`config.mk`:
```
export PLATFORM = sky130hd
export DESIGN_NAME = cache_axi_rd_arbiter
export DESIGN_NICKNAME = d
export VERILOG_FILES = /design/src/rtl/cache_axi_pkg.sv /design/src/rtl/arb2_rr.sv /design/src/rtl/cache_axi_rd_arbiter.sv
export SDC_FILE = /design/constraint.sdc
export NUM_CORES = 1
export LEC_CHECK = 0
export ABC_AREA = 1
export BUFFER_PORTS_ARGS = -buffer_cell sky130_fd_sc_hd__buf_4
export CELL_PAD_IN_SITES_DETAIL_PLACEMENT = 1
export CELL_PAD_IN_SITES_GLOBAL_PLACEMENT = 2
export CORE_ASPECT_RATIO = 1.25
export CORE_UTILIZATION = 17
export DETAILED_ROUTE_END_ITERATION = 7
export PLACE_DENSITY = 0.91
export SYNTH_ARGS = -nofsm -noshare
export SYNTH_HDL_FRONTEND = slang
export SYNTH_SLANG_ARGS = --single-unit
export TNS_END_PERCENT = 5
```
`constraint.sdc`:
```
create_clock -name clk -period 1.69 [get_ports clk]
set_input_delay 0.169 -clock clk [delete_from_list [all_inputs] [get_ports clk]]
set_output_delay 0.169 -clock clk [all_outputs]
set_load 0.02 [all_outputs]
```
`src/rtl/cache_axi_pkg.sv`:
```
// Shared encodings for the cache-to-AXI read arbiter: FSM states, read types,
// transaction IDs and AXI burst/response codes.
package cache_axi_pkg;

    typedef enum logic [1:0] {
        ST_IDLE,
        ST_ADDR,
        ST_DATA
    } arb_state_t;

    localparam logic [2:0] RT_BYTE = 3'd0;
    localparam logic [2:0] RT_HALF = 3'd1;
    localparam logic [2:0] RT_WORD = 3'd2;
    localparam logic [2:0] RT_LINE = 3'd4;

    localparam logic [3:0] ID_ICACHE = 4'd0;
    localparam logic [3:0] ID_DCACHE = 4'd1;

    localparam logic [1:0] BURST_INCR = 2'b01;
    localparam logic [1:0] RESP_OKAY  = 2'b00;

endpackage

```
`src/rtl/arb2_rr.sv`:
```
// Two-way icache/dcache grant. CACHE_ARB_RR_EN selects round-robin; otherwise
// dcache always wins a tie and no pointer state exists.
module arb2_rr (
`ifdef CACHE_ARB_RR_EN
    input  logic clk,
    input  logic rst,
`endif
    input  logic req_i,
    input  logic req_d,
    input  logic take,
    output logic grant_d
);

`ifdef CACHE_ARB_RR_EN
    // Pointer records the last winner; reset value "icache" hands the first tie to dcache.
    logic last_d;

    always_ff @(posedge clk) begin
        if (rst)
            last_d <= 1'b0;
        else if (take)
            last_d <= grant_d;
    end

    always_comb begin
        grant_d = req_d;
        if (req_i && req_d)
            grant_d = !last_d;
    end
`else
    always_comb begin
        grant_d = req_d;
    end
`endif

endmodule

```
`src/rtl/cache_axi_rd_arbiter.sv`:
```
// Arbitrates icache/dcache reads onto one AXI read channel, one transaction at a time.
// Arbitration policy follows macro CACHE_ARB_RR_EN (round-robin) or fixed dcache priority.
module cache_axi_rd_arbiter
    import cache_axi_pkg::*;
#(
    parameter int unsigned ADDR_W     = 32,
    parameter int unsigned LINE_BEATS = 16
) (
    input  logic              clk,
    input  logic              rst,
    input  logic              i_r_req,
    input  logic [ADDR_W-1:0] i_r_addr,
    input  logic [2:0]        i_r_type,
    output logic              i_r_rdy,
    output logic              i_ret_valid,
    output logic              i_ret_last,
    output logic [31:0]       i_r_data,
    input  logic              d_r_req,
    input  logic [ADDR_W-1:0] d_r_addr,
    input  logic [2:0]        d_r_type,
    output logic              d_r_rdy,
    output logic              d_ret_valid,
    output logic              d_ret_last,
    output logic [31:0]       d_r_data,
    output logic              d_ret_err,
    output logic [3:0]        arid,
    output logic [ADDR_W-1:0] araddr,
    output logic [7:0]        arlen,
    output logic [2:0]        arsize,
    output logic [1:0]        arburst,
    output logic              arvalid,
    input  logic              arready,
    input  logic [3:0]        rid,
    input  logic [31:0]       rdata,
    input  logic [1:0]        rresp,
    input  logic              rlast,
    input  logic              rvalid,
    output logic              rready
);

    arb_state_t        state, state_nx;
    logic              owner_d;
    logic [ADDR_W-1:0] addr_q;
    logic [2:0]        type_q;
    logic [7:0]        beat_cnt;
    logic              grant_d;
    logic              take;
    logic              is_line;
    logic              beat;

    assign take = (state == ST_IDLE) && (i_r_req || d_r_req);

    arb2_rr u_arb (
`ifdef CACHE_ARB_RR_EN
        .clk     (clk),
        .rst     (rst),
`endif
        .req_i   (i_r_req),
        .req_d   (d_r_req),
        .take    (take),
        .grant_d (grant_d)
    );

    always_ff @(posedge clk) begin
        if (rst)
            state <= ST_IDLE;
        else
            state <= state_nx;
    end

    always_ff @(posedge clk) begin
        if (rst) begin
            owner_d <= 1'b0;
            addr_q  <= '0;
            type_q  <= '0;
        end else if (take) begin
            owner_d <= grant_d;
            addr_q  <= grant_d ? d_r_addr : i_r_addr;
            type_q  <= grant_d ? d_r_type : i_r_type;
        end
    end

    always_ff @(posedge clk) begin
        if (rst || state != ST_DATA)
            beat_cnt <= '0;
        else if (rvalid)
            beat_cnt <= beat_cnt + 8'd1;
    end

    always_comb begin
        state_nx = state;
        arvalid  = 1'b0;
        rready   = 1'b0;
        i_r_rdy  = 1'b0;
        d_r_rdy  = 1'b0;
        case (state)
            ST_IDLE: if (take) state_nx = ST_ADDR;
            ST_ADDR: begin
                arvalid = 1'b1;
                if (arready) begin
                    i_r_rdy  = !owner_d;
                    d_r_rdy  = owner_d;
                    state_nx = ST_DATA;
                end
            end
            ST_DATA: begin
                rready = 1'b1;
                if (rvalid && rlast) state_nx = ST_IDLE;
            end
            default: state_nx = ST_IDLE;
        endcase
    end

    // AR fields derive from the latched request so they hold steady while arready stalls.
    always_comb begin
        is_line = (type_q == RT_LINE);
        araddr  = is_line ? {addr_q[ADDR_W-1:6], 6'b0} : addr_q;
        arlen   = is_line ? 8'(LINE_BEATS - 1) : 8'd0;
        arsize  = is_line ? 3'd2 : {1'b0, type_q[1:0]};
        arburst = BURST_INCR;
        arid    = owner_d ? ID_DCACHE : ID_ICACHE;
    end

    always_comb begin
        beat        = (state == ST_DATA) && rvalid;
        i_ret_valid = beat && !owner_d;
        d_ret_valid = beat && owner_d;
        i_ret_last  = i_ret_valid && rlast;
        d_ret_last  = d_ret_valid && rlast;
        d_ret_err   = d_ret_valid && (rresp != RESP_OKAY);
        i_r_data    = rdata;
        d_r_data    = rdata;
    end

    a_req_held: assert property (@(posedge clk) disable iff (rst)
        (state == ST_ADDR) |-> (owner_d ? d_r_req : i_r_req));
    a_rid_match: assert property (@(posedge clk) disable iff (rst)
        (state == ST_DATA && rvalid) |-> (rid == arid));
    a_beat_count: assert property (@(posedge clk) disable iff (rst)
        (state == ST_DATA && rvalid && rlast) |-> (beat_cnt == arlen));

endmodule

```
==> metrics.txt, run 1 <==
initial antenna violation count=0; Rows=53; routability cong.=0.6840; Layout Nets=625; Post-CTS Setup Bufs=0; Synth Area in Compound Gates=0.006891; Critical Path RT=1.52 ns; adder-cell share of the synthesized area=0; Synth top area share=0.2791; combinational family with the most area after synthesis=buffers and inverters; top cells by area, synth=buf_4 28%, dfxtp_1 26%, nand2_1 24%; vias in the first global route=2573; Core Region=0.01678 mm²; Synth cell types=18; Via Count=2613; period utilization=0.8997; CP Capture Point=d_ret_last; iteration-0 DRC count of the detailed router=48; worst r2r path cells=5; Static Leak=1.956 nW; chip height=148.2 µm; number of top-level pins=237; combinational share of power=0.334; Routed WL=8.023 mm; Reg2Reg Capture Point=addr_q[10]; net switching power figure=0.001030 W; WHS=0.08064 ns; largest stage delay on the critical path=0.35 ns; clk root buf=clkbuf_16; CTS tree=built; Synth Area in Simple Gates=0.3562; die area=0.01762 mm²; Post-CTS Hold Buffers=0; Internal Pwr Total=0.002026 W; Die Wd=118.9 µm; Post-DP HPWL=6.175 mm; clk buf depth=2; GR Overflow Total=0; CTS H-tree depth=2; endpoints failing setup=0; crit path max fanout=4; Hold WC Path Type=primary input to flop; Slew Limit Fails=0; mapped cell area=0.002905 mm²; Max-cap violations=0; pwr dens=878.3 mW/mm²; Arrival @ worst endpoint=1.35 ns; worst-skew pair later-pin latency=0.29 ns; RSZ-0062 raised after global routing=false; Synth Register Bits=38; Initial Utilization=0.1732; endpoints failing hold=0; status=completed; XOR/XNOR Fraction of Synth Area=0; dominant cell type by area after synthesis=buf_4; Crit-path slowest cell=dfxtp_1; post-synthesis sequential area ratio=0.2618; FF-to-FF setup slack=0.36 ns; worst r2r src=state[1]; Worst setup SP type=flop; mux contribution to synthesized area=0; Initial DRT Pass Iterations=6; Clk pwr share=0.320; n_diodes=0; Clock Skew=0.005350 ns; Period minus WS final=1.521 ns; Port Buf Inserts=126; layout cells sized above 1=0.2896; Final ANT Viol Nets=0; Worst Setup End Kind=primary output; crit path launch=state[1]; Setup CP Type=flop to primary output; VDD IR max=295.3 µV; Worst-path clk slew=0.06 ns; largest net degree at the start of global routing=37; Seq pwr share=0.346; filler cell count=2154; switch share=0.3371; final setup margin=0.1694 ns; first-pass GRT wire length=12.79 mm; number of CTS-inserted buffers=5; Synth warnings=0; syn_area_per_cell=6.015 µm²; synthesis-to-layout area growth=19.77%; Hold Path Origin=rst; setup tns final=0 ns; clock sinks=38; Total Routing Usage GR=0.09375; wire per inst=10.98 µm; Fmax=0.6576 GHz; via/cell ratio=3.575; Post-Syn Instances=483; drt drc=0; dpl ws=0.3303 ns; critical path, cell by cell=inv_1 > nor2_2 > nand3_1 > nor2_1 > buf_4
cells in the mapped netlist:
| cell | number |
|---|---|
| nand2_1 | 182 |
| buf_4 | 108 |
| nor2_1 | 85 |
| inv_1 | 41 |
| dfxtp_1 | 38 |
| buf_2 | 6 |
| buf_6 | 5 |
| clkbuf_1 | 4 |
| a21oi_1 | 3 |
| conb_1 | 2 |
| nor3_1 | 2 |
| clkinv_1 | 1 |
| inv_2 | 1 |
| inv_6 | 1 |
| nand2_2 | 1 |
| nand2_4 | 1 |
| nand3_1 | 1 |
| o21ai_0 | 1 |
state kept, by name, indices dropped and copies added, names as in the netlist:
name	flops
addr_q	32
type_q	3
state	2
owner_d	1
worst min-delay path by stage:
stage | cells after the start | slack [ns] | end
final | 2 | 0.08 | owner_d
after detailed placement | 0 | 0.34 | d_r_data[21]
after global placement | 0 | 0.34 | d_r_data[21]
after global routing | 2 | 0.07 | owner_d
after CTS | 2 | 0.07 | owner_d
after floorplan | 1 | 0.24 | owner_d
routing by layer:
layer / wire length (µm) / global-route usage / vias up
li1: - / - / 1334
met1: 3148 / 0.1008 / 1161
met2: 4065 / 0.1702 / 85
met3: 421 / 0.01380 / 33
met4: 388 / 0.06203 / 0
met5: 0 / 0 / -
per-stage QoR:
step                std cells  utilization  instance area, µm²  power [W]
global placement          723       0.1984                3329   0.002115
global route              731       0.2074                3480   0.003296
detailed placement        723       0.1984                3329   0.002127
floorplan                 491            -                2935   0.002031
CTS                       731       0.2072                3477   0.003152
finish                    731       0.2074                3480   0.003056
power by group through the flow:
| stage | registers (W) | logic, W | clock network [W] |
|---|---|---|---|
| 4_1_cts | 0.00106 | 0.00105 | 0.00104 |
| 3_3_place_gp | 0.00107 | 0.00104 | 0 |
| 3_5_place_dp | 0.00108 | 0.00105 | 0 |
| 6_report | 0.00106 | 0.00102 | 0.000978 |
| 2_1_floorplan | 0.00107 | 0.000965 | 0 |
| 5_1_grt | 0.00107 | 0.00115 | 0.00108 |
kinds of logic (layout without fill, tap and decap cells):
| family | after synthesis | after routing |
|---|---|---|
| simple gates | 272 | 272 |
| buf+inv | 167 | 187 |
| flops | 38 | 38 |
| compound gates | 4 | 4 |
| other cells | 2 | 10 |
what timing repair did:
item	CTS	global route
gates resized for setup	0	1
setup endpoints to repair	0	2
endpoints found under the hold margin	0	0
worst max-delay path, delay by kind of cell, from the launching register on:
kind / cells / cell delay (ns)
simple gates: 3 / 0.50
flops: 1 / 0.35
buf+inv: 2 / 0.21
final cells by class:
class	instances	area (µm²)	share of cell area
well taps	220	275.3	0.07911
repair buffers	135	1026	0.2949
multi-input cells	286	1100	0.3161
clock inverters	1	5.005	0.001438
inverters	44	170.2	0.04890
flip-flops and latches	38	760.7	0.2186
clock buffers	7	142.6	0.04099
cells in the final DEF, fill, tap and decap left out, types with 3 or more instances in the layout:
cell type / synthesis / final
dfxtp_1: 38 / 38
conb_1: 2 / 10
nand2_1: 182 / 182
clkbuf_16: 0 / 5
buf_4: 108 / 134
a21oi_1: 3 / 3
inv_1: 41 / 41
nor2_1: 85 / 84
Note: power is estimated with default switching activity, not from simulation.
==> inputs of run 2 (changes only) <==
ABC_AREA = not set   (was 1)
CORE_UTILIZATION = 20   (was 17)
PLACE_DENSITY = 0.94   (was 0.91)
==> run 2 against run 1 <==
  * Via count down 19%
  * Non-clock buffer count fell by 2
  * Wire length is 3.8% lower
  * Hold slack better by 0.080 ns
  * Critical path type unchanged
==> metrics.txt, run 2 <==
status=completed (unchanged); clk buf depth=2 (unchanged); list of most frequent post-synthesis cells=105 x buf_4, 38 x dfxtp_1, 36 x a21oi_1, 35 x mux2i_1, 30 x a211oi_2 (was 182 x nand2_1, 108 x buf_4, 85 x nor2_1, 41 x inv_1, 38 x dfxtp_1); Routed WL=7.722 mm (was 8.023 mm); Top Registers=addr_q (32), type_q (3), state (2) (unchanged); Worst-path clk slew=0.06 ns (about the same); Initial DRT Pass Iterations=4 (was 6); Period minus WS final=1.566 ns (was 1.521 ns); Fmax=0.6384 GHz (was 0.6576 GHz); Worst-Margin Slew=0.6245 ns; Port Buf Inserts=126 (unchanged); commonest register cell after synthesis=dfxtp_1 (unchanged); CTS H-tree depth=2 (unchanged); top cells by area, synth=buf_4 28%, dfxtp_1 27%, a211oi_2 13% (was buf_4 28%, dfxtp_1 26%, nand2_1 24%); Hold WC Path Type=primary input to flop (unchanged); Post-CTS Hold Buffers=0 (unchanged); wire per inst=15.44 µm (was 10.98 µm); Initial Utilization=0.2038 (was 0.1732); vias in the first global route=2320 (was 2573); synthesis-to-layout area growth=18.39% (was 19.77%); Worst setup SP type=flop (unchanged); Final ANT Viol Nets=0 (unchanged); die area=0.01449 mm² (was 0.01762 mm²); Static Leak=1.505 nW (was 1.956 nW); dpl ws=0.2476 ns (was 0.3303 ns); Synth cell types=25 (was 18); endpoints failing hold=0 (unchanged); Clock Skew=0.003671 ns (was 0.005350 ns); clk root buf=clkbuf_16 (unchanged); post-synthesis sequential area ratio=0.2714 (was 0.2618); Synth top area share=0.2813 (was 0.2791); final setup margin=0.1236 ns (was 0.1694 ns); chip height=134.4 µm (was 148.2 µm); top-count cell post-synth=buf_4 (was nand2_1); number of CTS-inserted buffers=5 (unchanged); worst-skew pair later-pin latency=0.28 ns (was 0.29 ns); clock sinks=38 (unchanged); pwr dens=939.0 mW/mm² (was 878.3 mW/mm²); Layout Nets=439 (was 625); crit path max fanout=6 (was 4); Core Region=0.01375 mm² (was 0.01678 mm²); CTS tree=built (unchanged); Max-cap violations=0 (unchanged); final design utilization=0.2413 (was 0.2074); number of top-level pins=237 (unchanged); period utilization=0.9269 (was 0.8997); Rows=48 (was 53); WHS=0.1609 ns (was 0.08064 ns); Die Wd=107.9 µm (was 118.9 µm); GR Overflow Total=0 (unchanged); Via Count=2111 (was 2613); Setup CP Type=flop to primary output (unchanged); iteration-0 DRC count of the detailed router=35 (was 48); drt drc=0 (unchanged); Critical Path RT=1.52 ns (about the same); RSZ-0062 raised after global routing=false (unchanged); largest net degree at the start of global routing=39 (was 37); Arrival @ worst endpoint=1.40 ns (was 1.35 ns); Slew Limit Fails=0 (unchanged); largest stage delay on the critical path=0.32 ns (was 0.35 ns); syn_area_per_cell=9.280 µm² (was 6.015 µm²); layout cells sized above 1=0.5415 (was 0.2896); setup tns final=0 ns (unchanged); Post-DP HPWL=5.825 mm (was 6.175 mm); critical path, cell by cell=nand2b_1 > nor2_2 > buf_4 > nor2b_1 > buf_4 (was inv_1 > nor2_2 > nand3_1 > nor2_1 > buf_4); Post-Syn Instances=302 (was 483); Synth Register Bits=38 (unchanged); n_diodes=0 (unchanged); Reg with most FFs=addr_q (unchanged); VDD IR max=366.4 µV (was 295.3 µV); commonest non-fill, non-tap cells in the layout=133 x buf_4, 37 x dfxtp_1, 36 x a21oi_1 (was 182 x nand2_1, 134 x buf_4, 84 x nor2_1); Synth warnings=0 (unchanged); worst rel slew slack=0.5837; routability cong.=0.6559 (was 0.6840); FFs w/ async S/R, synth=0 (unchanged); Worst Setup End Kind=primary output (unchanged); max FFs per register=32 (unchanged); Crit-path slowest cell=dfxtp_1 (unchanged); endpoints failing setup=0 (unchanged); mapped cell area=0.002803 mm² (was 0.002905 mm²); most used cell along the critical path=buf_4; initial antenna violation count=0 (unchanged); first-pass GRT wire length=11.45 mm (was 12.79 mm); via/cell ratio=4.222 (was 3.575); dominant cell type by area after synthesis=buf_4 (unchanged); commonest non-fill, non-tap cell in the layout=buf_4 (was nand2_1); Post-synth EDFFs=0 (unchanged); Total Routing Usage GR=0.1050 (was 0.09375); filler cell count=1598 (was 2154)
==> run 2: cell types whose count changed after synthesis, sizes merged, moves of 2 or more <==
cell	previous run	this run
a211oi	0	35
a21oi	3	36
and2	0	2
and3	0	2
buf	119	116
clkbuf	4	10
inv	43	0
mux2i	0	35
nand2	184	4
nand2b	0	2
nor2	85	4
nor2b	0	8
==> run 2: worst paths after layout <==
kind                   from          to  slack [ns]  cells after the start
setup reg to reg   state[0]  addr_q[25]        0.33                      3
setup / recovery  type_q[0]   araddr[5]        0.12                      5
hold reg to reg    state[1]    state[0]        0.50                      1
hold / removal      i_r_req     owner_d        0.16                      3
==> run 2: logic make-up (layout without fill, tap and decap cells) <==
family | after synthesis | after routing | synth area share
AOI/OAI and AO/OA | 75 | 75 | 0.2223
and+or+nand+nor | 26 | 26 | 0.05134
muxes | 35 | 35 | 0.1250
buffers and inverters | 126 | 141 | 0.3272
other | 2 | 10 | 0.002680
DFF | 38 | 38 | 0.2714
==> run 2: cell type report <==
class | instances | area (µm²) | area share
Timing Repair Buffer | 133 | 998.5 | 0.3009
Sequential cell | 38 | 762.0 | 0.2296
Tap cell | 175 | 219.0 | 0.06599
Multi-Input combinational cell | 146 | 1172 | 0.3533
Clock buffer | 8 | 166.4 | 0.05015
==> run 2: metrics by stage <==
step / instances / area [µm²] / total power [W]
floorplan: 310 / 2833 / 0.002024
global placement: 492 / 3141 / 0.002061
detailed placement: 492 / 3141 / 0.002099
CTS: 500 / 3317 / 0.003192
global route: 500 / 3318 / 0.003282
finish: 500 / 3318 / 0.003116
==> run 2: power breakdown <==
part | switching [W] | total, W | internal (W) | leakage (nW)
clock | 0.000382 | 0.00105 | 0.000669 | 0.0832
sequential | 0.0000689 | 0.00107 | 0.00100 | 0.316
combinational | 0.000540 | 0.000992 | 0.000452 | 1.11
total | 0.000991 | 0.00312 | 0.00212 | 1.51
==> run 2: worst max-delay path, delay by kind of cell, from the launching register on <==
kind / cells / cell delay, ns
AND/OR/NAND/NOR: 3 / 0.43
flip-flops: 1 / 0.32
buffers and inverters: 2 / 0.36
==> run 2: repair_timing <==
action                                  CTS  global route
buffers inserted                          0             0
resized for setup                         3             1
endpoints found under the setup margin    9             3
gates cloned                              0             0
pin swaps                                 0             0
==> run 2: per-layer routing <==
| layer | vias to the layer above | wire, µm | global-route usage |
|---|---|---|---|
| met2 | 92 | 4322 | 0.2080 |
| met4 | 0 | 206 | 0.05023 |
| met1 | 1022 | 2718 | 0.09912 |
| met5 | - | 0 | 0 |
| li1 | 970 | - | - |
| met3 | 27 | 474 | 0.02332 |
==> inputs of run 3 (changes only) <==
clock period = 1.5 ns   (was 1.69 ns; I/O delays follow)
==> run 3 against run 2 <==
  * Total power rose by 15%
  * Non-clock buffer count rose by 3
  * Hold slack got worse by 0.026 ns
  * Final cell count rose by 0.60%
  * Combinational power rose by 14%
  * Sequential cell count did not move
  * Wire length rose by 0.28%
  * Die area did not move
  * Core utilization rose by 0.61 points
  * Global-route usage rose by 0.12 points
  * Critical endpoint is now d_ret_last
==> metrics.txt, run 3 (synthesized netlist as in run 2, its figures left out) <==
dpl ws=0.09288 ns (was 0.2476 ns); final design utilization=0.2474 (was 0.2413); CTS H-tree depth=2 (unchanged); Total Routing Usage GR=0.1062 (was 0.1050); Hold Path Origin=i_r_req (unchanged); pwr dens=1055 mW/mm² (was 939.0 mW/mm²); final setup margin=0.03839 ns (was 0.1236 ns); clk root buf=clkbuf_16 (unchanged); Worst-Margin Slew=0.6150 ns (was 0.6245 ns); Worst setup SP type=flop (unchanged); Crit-path slowest cell=dfxtp_4 (was dfxtp_1); Top Registers=addr_q (32), type_q (3), state (2) (unchanged); iteration-0 DRC count of the detailed router=44 (was 35); die area=0.01449 mm² (unchanged); GR Overflow Total=0 (unchanged); Rows=48 (unchanged); Top delay family on crit path=simple AND/OR/NAND/NOR gates (unchanged); worst r2r path cells=3 (unchanged); max FFs per register=32 (unchanged); VDD IR max=441.7 µV (was 366.4 µV); Die Wd=107.9 µm (unchanged); Slew Limit Fails=0 (unchanged); worst rel slew slack=0.5900 (was 0.5837); Reg with most FFs=addr_q (unchanged); worst-skew pair later-pin latency=0.29 ns (was 0.28 ns); commonest non-fill, non-tap cells in the layout=133 x buf_4, 36 x a21oi_1, 35 x mux2i_1, 35 x dfxtp_1, 30 x a211oi_2 (was 133 x buf_4, 37 x dfxtp_1, 36 x a21oi_1); initial antenna violation count=1 (was 0); number of CTS-inserted buffers=5 (unchanged); Arrival @ worst endpoint=1.31 ns (was 1.40 ns); via/cell ratio=4.133 (was 4.222); FF-to-FF setup slack=0.15 ns (was 0.33 ns); Max-cap violations=0 (unchanged); routability cong.=0.6936 (was 0.6559); WHS Endpoint=owner_d (unchanged); Worst Path Buf+Inv=1 (was 2); Hold WC Path Type=primary input to flop (unchanged); Clock Skew=0.009397 ns (was 0.003671 ns); CTS tree=built (unchanged); drt drc=0 (unchanged); endpoints failing hold=0 (unchanged); Via Count=2079 (was 2111); chip height=134.4 µm (unchanged); synthesis-to-layout area growth=21.38% (was 18.39%); Critical Path RT=1.35 ns (was 1.52 ns); Setup CP Type=flop to primary output (unchanged); vias in the first global route=2186 (was 2320); worst r2r src=state[1] (was state[0]); Worst Setup End Kind=primary output (unchanged); RSZ-0062 raised after global routing=true (was false); Post-CTS Hold Buffers=0 (unchanged); layout cells sized above 1=0.5657 (was 0.5415); Final ANT Viol Nets=0 (unchanged); critical path, cell by cell=nor2b_4 > and3_4 > and2_1 > buf_4 (was nand2b_1 > nor2_2 > buf_4 > nor2b_1 > buf_4); Reg2Reg Capture Point=addr_q[7] (was addr_q[25]); status=completed (unchanged); clock sinks=38 (unchanged); Hold Path Depth=3 (unchanged); Post-DP HPWL=5.874 mm (was 5.825 mm); Period minus WS final=1.462 ns; Routed WL=7.744 mm (was 7.722 mm); Layout Nets=442 (was 439); Initial Utilization=0.2038 (unchanged); endpoints failing setup=0 (unchanged); period utilization=0.9744; largest stage delay on the critical path=0.38 ns (was 0.32 ns); first-pass GRT wire length=11.42 mm (was 11.45 mm); Core Region=0.01375 mm² (unchanged); largest net degree at the start of global routing=36 (was 39); wire per inst=15.40 µm (was 15.44 µm); commonest non-fill, non-tap cell in the layout=buf_4 (unchanged); Fmax=0.6842 GHz; Worst-path clk slew=0.06 ns (about the same); crit path max fanout=5 (was 6); Static Leak=1.535 nW (was 1.505 nW); clk buf depth=2 (unchanged); Initial DRT Pass Iterations=4 (unchanged); number of top-level pins=237 (unchanged); Port Buf Inserts=126 (unchanged)
-- run 3: worst reg2reg max path: stages (launching register included) --
cell,delay [ns]
dfxtp_4,0.36
nor2_4,0.12
and2_4,0.56
a211oi_1,0.16
-- run 3: worst max-delay path by stage --
stage / start / end / cells past startpoint / slack, ns
after floorplan: state[1] / d_ret_last / 3 / -0.09
after global placement: state[1] / addr_q[8] / 3 / 0.15
after detailed placement: state[1] / addr_q[8] / 3 / 0.09
after CTS: state[1] / i_ret_last / 4 / 0.0002
after global routing: state[1] / d_ret_last / 4 / -0.02
final: state[1] / d_ret_last / 4 / 0.04
-- run 3: what timing repair did --
action | in CTS | in global routing
endpoints found under the setup margin | 6 | 9
setup buffers | 0 | 1
pin swaps | 0 | 1
resized for setup | 7 | 5
-- run 3: where the power goes --
part           total (W)  internal, W  switching (W)
clock network    0.00124     0.000821       0.000424
registers        0.00121      0.00113      0.0000789
logic            0.00113     0.000529       0.000605
total            0.00359      0.00248        0.00111
-- run 3: stage by stage --
stage          setup TNS (ns)  power [W]  hold WS [ns]  instances  area, µm²
2_1_floorplan         -0.1753   0.002282        0.3104        310       2838
3_3_place_gp                0   0.002334        0.3002        494       3186
3_5_place_dp                0   0.002372        0.3002        494       3186
4_1_cts                     0   0.003657        0.1284        501       3374
5_1_grt              -0.02920   0.003789        0.1293        502       3400
6_report                    0   0.003588        0.1350        503       3402
-- run 3: per-layer routing --
metal  track usage  routed length (µm)
met2        0.2001                4146
met4       0.05936                 255
met1        0.1044                2799
met5             0                   0
met3       0.02527                 543
-- run 3: layout make-up --
| type | instances | area, µm² |
|---|---|---|
| diodes | 1 | 2.502 |
| clock buffers | 6 | 138.9 |
| clock inverters | 1 | 30.03 |
| fillers | 1601 | 10350 |
| multi-input cells | 146 | 1195 |
| flip-flops and latches | 38 | 767.0 |
| well taps | 175 | 219.0 |
| repair buffers | 136 | 1050 |
